### config.mk
export PLATFORM = sky130hd
export DESIGN_NAME = ps2_digit_entry_flat
export DESIGN_NICKNAME = d
export VERILOG_FILES = /design/src/rtl/ps2_keys_pkg.sv /design/src/rtl/ps2_digit_entry_if.sv /design/src/rtl/ps2_key_classify.sv /design/src/rtl/ps2_digit_entry.sv /design/src/flat_wrapper.sv
export SDC_FILE = /design/constraint.sdc
export NUM_CORES = 1
export LEC_CHECK = 0
export ABC_AREA = 0
export BUFFER_PORTS_ARGS = -buffer_cell sky130_fd_sc_hd__buf_2
export CORE_AREA = 2 2 216 218
export CTS_CLUSTER_SIZE = 28
export DETAILED_ROUTE_END_ITERATION = 16
export DIE_AREA = 0 0 218 220
export GPL_ROUTABILITY_DRIVEN = 0
export HOLD_SLACK_MARGIN = 0.08
export SLEW_MARGIN = 10
export SYNTH_ARGS = -nofsm -noshare
export SYNTH_HDL_FRONTEND = slang
export SYNTH_SLANG_ARGS = --single-unit
export TNS_END_PERCENT = 20
### constraint.sdc
create_clock -name clk -period 5.8 [get_ports clk]
set_input_delay 0.87 -clock clk [delete_from_list [all_inputs] [get_ports clk]]
set_output_delay 0.87 -clock clk [all_outputs]
set_load 0.005 [all_outputs]
### src/rtl/ps2_keys_pkg.sv
// Scancodes and key classes shared by the PS/2 digit-entry block.
// Scancodes are 9 bits wide; bit 8 marks an E0-extended code.
package ps2_keys_pkg;

  typedef enum logic [2:0] {K_NONE, K_DIGIT, K_ENTER, K_BKSP, K_ESC} key_class_e;

  // Index i holds the scancode that types digit i.
  localparam logic [9:0][8:0] SC_TOP = {9'h046, 9'h03E, 9'h03D, 9'h036, 9'h02E,
                                        9'h025, 9'h026, 9'h01E, 9'h016, 9'h045};
  localparam logic [9:0][8:0] SC_PAD = {9'h07D, 9'h075, 9'h06C, 9'h074, 9'h073,
                                        9'h06B, 9'h07A, 9'h072, 9'h069, 9'h070};

  localparam logic [8:0] SC_ENTER    = 9'h05A;
  localparam logic [8:0] SC_KP_ENTER = 9'h15A;
  localparam logic [8:0] SC_BKSP     = 9'h066;
  localparam logic [8:0] SC_ESC      = 9'h076;

endpackage

### src/rtl/ps2_digit_entry_if.sv
// Key-event inputs and entry-buffer outputs of ps2_digit_entry.
// master drives key events (decoder side); slave is the entry block.
interface ps2_digit_entry_if #(
  parameter int DIGITS = 4
);
  localparam int CW = $clog2(DIGITS + 1);

  logic                  been_ready;
  logic [511:0]          key_down;
  logic [8:0]            last_change;
  logic [4*DIGITS-1:0]   nums;
  logic [CW-1:0]         count;
  logic [4*DIGITS-1:0]   value;
  logic                  value_valid;
  logic                  overflow;

  modport master (
    output been_ready, key_down, last_change,
    input  nums, count, value, value_valid, overflow
  );

  modport slave (
    input  been_ready, key_down, last_change,
    output nums, count, value, value_valid, overflow
  );
endinterface

### src/rtl/ps2_key_classify.sv
// Combinational scancode classifier: maps a scancode to a key class
// and, for digit keys, the digit value.
module ps2_key_classify
  import ps2_keys_pkg::*;
#(
  parameter bit NUMPAD_EN = 1'b1
) (
  input  logic [8:0]  last_change,
  output key_class_e  key_class,
  output logic [3:0]  digit
);

  always_comb begin
    key_class = K_NONE;
    digit     = 4'd0;
    for (int i = 0; i < 10; i++) begin
      if (last_change == SC_TOP[i] || (NUMPAD_EN && last_change == SC_PAD[i])) begin
        key_class = K_DIGIT;
        digit     = 4'(i);
      end
    end
    if (last_change == SC_ENTER || (NUMPAD_EN && last_change == SC_KP_ENTER)) begin
      key_class = K_ENTER;
    end else if (last_change == SC_BKSP) begin
      key_class = K_BKSP;
    end else if (last_change == SC_ESC) begin
      key_class = K_ESC;
    end
  end

endmodule

### src/rtl/ps2_digit_entry.sv
// Multi-digit BCD entry buffer driven by PS/2 key events, with typematic
// repeat filtering, backspace, clear and a commit pulse.
module ps2_digit_entry
  import ps2_keys_pkg::*;
#(
  parameter int DIGITS    = 4,
  parameter bit NUMPAD_EN = 1'b1
) (
  input  logic               clk,
  input  logic               rst,
  ps2_digit_entry_if.slave   kb
);

  localparam int CW = $clog2(DIGITS + 1);
  localparam int W  = 4 * DIGITS;

  key_class_e      key_class;
  logic [3:0]      digit;

  logic [W-1:0]    nums_q, nums_d;
  logic [CW-1:0]   count_q, count_d;
  logic [W-1:0]    value_q, value_d;
  logic            value_valid_q, value_valid_d;
  logic            overflow_q, overflow_d;
  logic [8:0]      held_q, held_d;
  logic            armed_q, armed_d;
  logic            press;
  logic            accept;

  ps2_key_classify #(.NUMPAD_EN(NUMPAD_EN)) u_classify (
    .last_change (kb.last_change),
    .key_class   (key_class),
    .digit       (digit)
  );

  // The repeat check uses the pre-update filter state, so a release seen
  // this cycle only re-arms for the next event.
  assign press  = kb.been_ready && kb.key_down[kb.last_change];
  assign accept = press && (!armed_q || kb.last_change != held_q);

  always_comb begin
    nums_d        = nums_q;
    count_d       = count_q;
    value_d       = value_q;
    value_valid_d = 1'b0;
    overflow_d    = 1'b0;
    held_d        = held_q;
    armed_d       = armed_q;
    if (accept) begin
      held_d  = kb.last_change;
      armed_d = 1'b1;
      case (key_class)
        K_DIGIT: begin
          if (count_q < CW'(DIGITS)) begin
            nums_d  = (nums_q << 4) | W'(digit);
            count_d = count_q + CW'(1);
          end else begin
            overflow_d = 1'b1;
          end
        end
        K_BKSP: begin
          if (count_q != '0) begin
            nums_d  = nums_q >> 4;
            count_d = count_q - CW'(1);
          end
        end
        K_ENTER: begin
          if (count_q != '0) begin
            value_d       = nums_q;
            value_valid_d = 1'b1;
            nums_d        = '0;
            count_d       = '0;
          end
        end
        K_ESC: begin
          nums_d  = '0;
          count_d = '0;
        end
        default: ;
      endcase
    end else if (!kb.key_down[held_q]) begin
      armed_d = 1'b0;
    end
  end

  always_ff @(posedge clk) begin
    if (rst) begin
      nums_q        <= '0;
      count_q       <= '0;
      value_q       <= '0;
      value_valid_q <= 1'b0;
      overflow_q    <= 1'b0;
      held_q        <= 9'd0;
      armed_q       <= 1'b0;
    end else begin
      nums_q        <= nums_d;
      count_q       <= count_d;
      value_q       <= value_d;
      value_valid_q <= value_valid_d;
      overflow_q    <= overflow_d;
      held_q        <= held_d;
      armed_q       <= armed_d;
    end
  end

  assign kb.nums        = nums_q;
  assign kb.count       = count_q;
  assign kb.value       = value_q;
  assign kb.value_valid = value_valid_q;
  assign kb.overflow    = overflow_q;

endmodule

### src/flat_wrapper.sv
// flat-port wrapper written by rule: the top's interface ports become plain ports
module ps2_digit_entry_flat import ps2_keys_pkg::*;
#(
  parameter int DIGITS    = 4,
  parameter bit NUMPAD_EN = 1'b1
)
  (clk, rst, kb_been_ready, kb_key_down, kb_last_change, kb_nums, kb_count, kb_value, kb_value_valid, kb_overflow);
  ps2_digit_entry_if #(.DIGITS(DIGITS)) kb_i ();
  input  logic clk;
  input  logic rst;
  input wire logic [$bits(kb_i.been_ready)-1:0] kb_been_ready;
  input wire logic [$bits(kb_i.key_down)-1:0] kb_key_down;
  input wire logic [$bits(kb_i.last_change)-1:0] kb_last_change;
  output wire logic [$bits(kb_i.nums)-1:0] kb_nums;
  output wire logic [$bits(kb_i.count)-1:0] kb_count;
  output wire logic [$bits(kb_i.value)-1:0] kb_value;
  output wire logic [$bits(kb_i.value_valid)-1:0] kb_value_valid;
  output wire logic [$bits(kb_i.overflow)-1:0] kb_overflow;
  assign kb_i.been_ready = kb_been_ready;
  assign kb_i.key_down = kb_key_down;
  assign kb_i.last_change = kb_last_change;
  assign kb_nums = kb_i.nums;
  assign kb_count = kb_i.count;
  assign kb_value = kb_i.value;
  assign kb_value_valid = kb_i.value_valid;
  assign kb_overflow = kb_i.overflow;
  ps2_digit_entry #(.DIGITS(DIGITS), .NUMPAD_EN(NUMPAD_EN)) u_core (.clk(clk), .rst(rst), .kb(kb_i));
endmodule
==> results.toml <==
[pwr]
ir_worst_vdd_v = 0.000157
totalPowerFinal_mw = 1.83
p_leak_nw = 5.85
powerDensity_nw_per_um2 = 129

[worst_setup_path]
cpMaxStageDelayCell = "nor2b_2"
ff2ff_setup_slack_ps = 2360
crit_type = "primary input to register"
critPathRequiredTime_ps = 5940
r2r_cells = 8
r2r_start = "u_core.held_q[0]"
cp_cell_sequence = "buf_6 -> nor2b_2 -> a22oi_1 -> a21oi_1 -> o41ai_1 -> a21boi_0 -> o22ai_4 -> o2111ai_4 -> mux2i_1 -> nor2_1"
worstSetupStartpointType = "primary input"
cp_max_fo = 34
reg2reg_to = "u_core.armed_q"
worst_setup_path_end_kind = "register"
critPathMaxStageDelay_ps = 990
cp.arrival_ps = 4750

[worst_hold_path]
worstHoldStart = "u_core.kb.nums[13]"
min_to = "u_core.kb.nums[13]"
holdPathStages = 2
hold_path_class = "register to register"

[global_route]
track_usage = 0.233
overflow = 0
grt_pass1_vias = 12200
grt_pass1_wl_um = 81900
antenna_found_initial = 7
grt_max_degree = 78

[synth]
synth-warning-count = 0
async_flop_share = 0
synth_area_um2 = 10900
synth-main-ff-cell = "dfxtp_1"
ys_seq_area_frac = 0.0863
synth_cells = 971
synth_edf_count = 0
synth_top_area_frac = 0.469
synth_fp_nets = 1496
postSynthAreaPerCell_um2 = 11.2
synth_area_leaders = "mux4_2, mux2i_1, dfxtp_1, a22oi_1, a21oi_1"
ys_ff_latch = 47
yosysTopAreaCell = "mux4_2"
synth_cell_types = 64

[drt]
avgViaCountPerCell = 5.78
dr.first_iter.drc_count = 967
post-route-drc-count = 0
num_vias = 11900
first_pass_iters = 5
ant_nets = 0
wl_per_cell_um = 28.1
wl_um = 57800

[clock_tree]
cts_tree = "done"
cts_max_level = 2
clockRootBuffer = "clkbuf_16"
cts_made_buffers = 5
cts.sinks = 47
cts_resized = 0
post-cts-setup-buffer-count = 0
clkLatencyLatePin_ps = 290
clk_path_buf_depth = 2
clkTransAtPathRegs_ps = 60
cts_hold_buf = 0

[timing]
slew_headroom = 0.259
max_freq_ghz = 0.217
worst_pin_slew_ps = 1110
rsz0062_at_grt = "false"
slew_viol_final = 0
period_share = 0.795
clock_skew_ps = 7.56
fin_setup_tns_ps = 0
setup_viol = 0
fin_crit_ps = 4610
hold_violations = 0

[floorplan]
num_rows = 79
floorplan.initialDensity = 0.238
core_um2 = 45900
fp.dieArea_um2 = 48000
io-pin-count = 561
fp.dieW_um = 218
die_y_um = 220

[layout]
num-nets-final = 1969
seq_area_um2 = 948
multiInputGateArea_um2 = 9300
drive_above_1_share = 0.589
final_cell_mix = "buf_2, mux4_2, mux2i_1"
layout_commonest_cell = "buf_2"
synthToLayoutAreaGrowth_pct = 30.5
fillers = 4744

[status]
outcome = "finished clean"

[place]
port_buffers = 560
hpwl_um = 47000

[run]
drv_cap = 0
[worst max-delay path by stage]
stage	from	end	slack (ps)
after floorplan	kb_last_change[0]	u_core.kb.count[1]	2200
after global placement	kb_last_change[0]	u_core.kb.nums[9]	1010
after detailed placement	kb_last_change[0]	u_core.kb.nums[7]	940
after CTS	kb_last_change[0]	u_core.kb.nums[7]	1230
after global routing	kb_last_change[0]	u_core.kb.nums[0]	940
final	kb_last_change[0]	u_core.kb.nums[7]	1190
[routing by layer]
| layer | vias to the layer above | global-route usage | wire length (um) |
|---|---|---|---|
| met1 | 6005 | 0.306 | 23800 |
| met3 | 89 | 0.0302 | 3910 |
| met5 | - | 0 | 76 |
| li1 | 5064 | - | - |
| met2 | 685 | 0.409 | 28800 |
| met4 | 10 | 0.0440 | 1140 |
[power breakdown]
group | total (mW) | switching (mW) | internal [mW] | leakage [nW]
logic | 1.17 | 0.587 | 0.586 | 5.40
registers | 0.363 | 0.0333 | 0.330 | 0.381
clock network | 0.296 | 0.125 | 0.171 | 0.0733
[cell type report]
class,count,share of cell area
Timing Repair Buffer,586,0.214
Clock buffer,6,0.00977
Sequential cell,47,0.0667
Inverter,6,0.00158
Clock inverter,1,0.000616
Antenna cell,1,0.000176
Multi-Input combinational cell,798,0.654
Tap cell,607,0.0534
[critical path: cells and delay by family]
kind,cells,cell delay (ps)
muxes,1,270
and+or+nand+nor,2,1050
buffers and inverters,1,370
AOI/OAI and AO/OA,6,2130
[state kept, by name, summed over array words and instances (netlist names)]
signal / flops
u_core.kb.nums: 16
u_core.kb.value: 16
u_core.held_q: 9
u_core.kb.count: 3
u_core.armed_q: 1
u_core.kb.overflow: 1
u_core.kb.value_valid: 1
[through the flow]
step,setup WS (ps),utilization,area (um^2),hold WS (ps),cells
after CTS,1230,0.310,14200,497,2051
after global routing,937,0.310,14200,513,2051
final,1190,0.310,14200,495,2052
after floorplan,2200,-,10900,470,971
after global placement,1010,0.307,14100,469,2044
after detailed placement,936,0.307,14100,484,2044
[logic make-up (layout without fill, tap and decap cells)]
group,count (synthesis),after routing,synth area share
AOI/OAI and AO/OA,222,222,0.144
xor gates and xnor gates,11,11,0.00884
adders and majority gates,1,1,0.00184
buffers and inverters,126,599,0.0627
DFF,47,47,0.0863
muxes,366,366,0.605
other,0,1,0
and+or+nand+nor,198,198,0.0912
[synth_stat cells, types with 12 or more instances]
master,count
buf_2,18
a22oi_1,96
a21oi_1,57
o21ai_0,13
dfxtp_1,47
nor2b_1,12
buf_1,16
nor2_1,49
clkbuf_1,54
mux2i_1,126
mux4_2,227
nand2_1,58
buf_4,19
No activity file was read; power rests on OpenSTA's default activity.
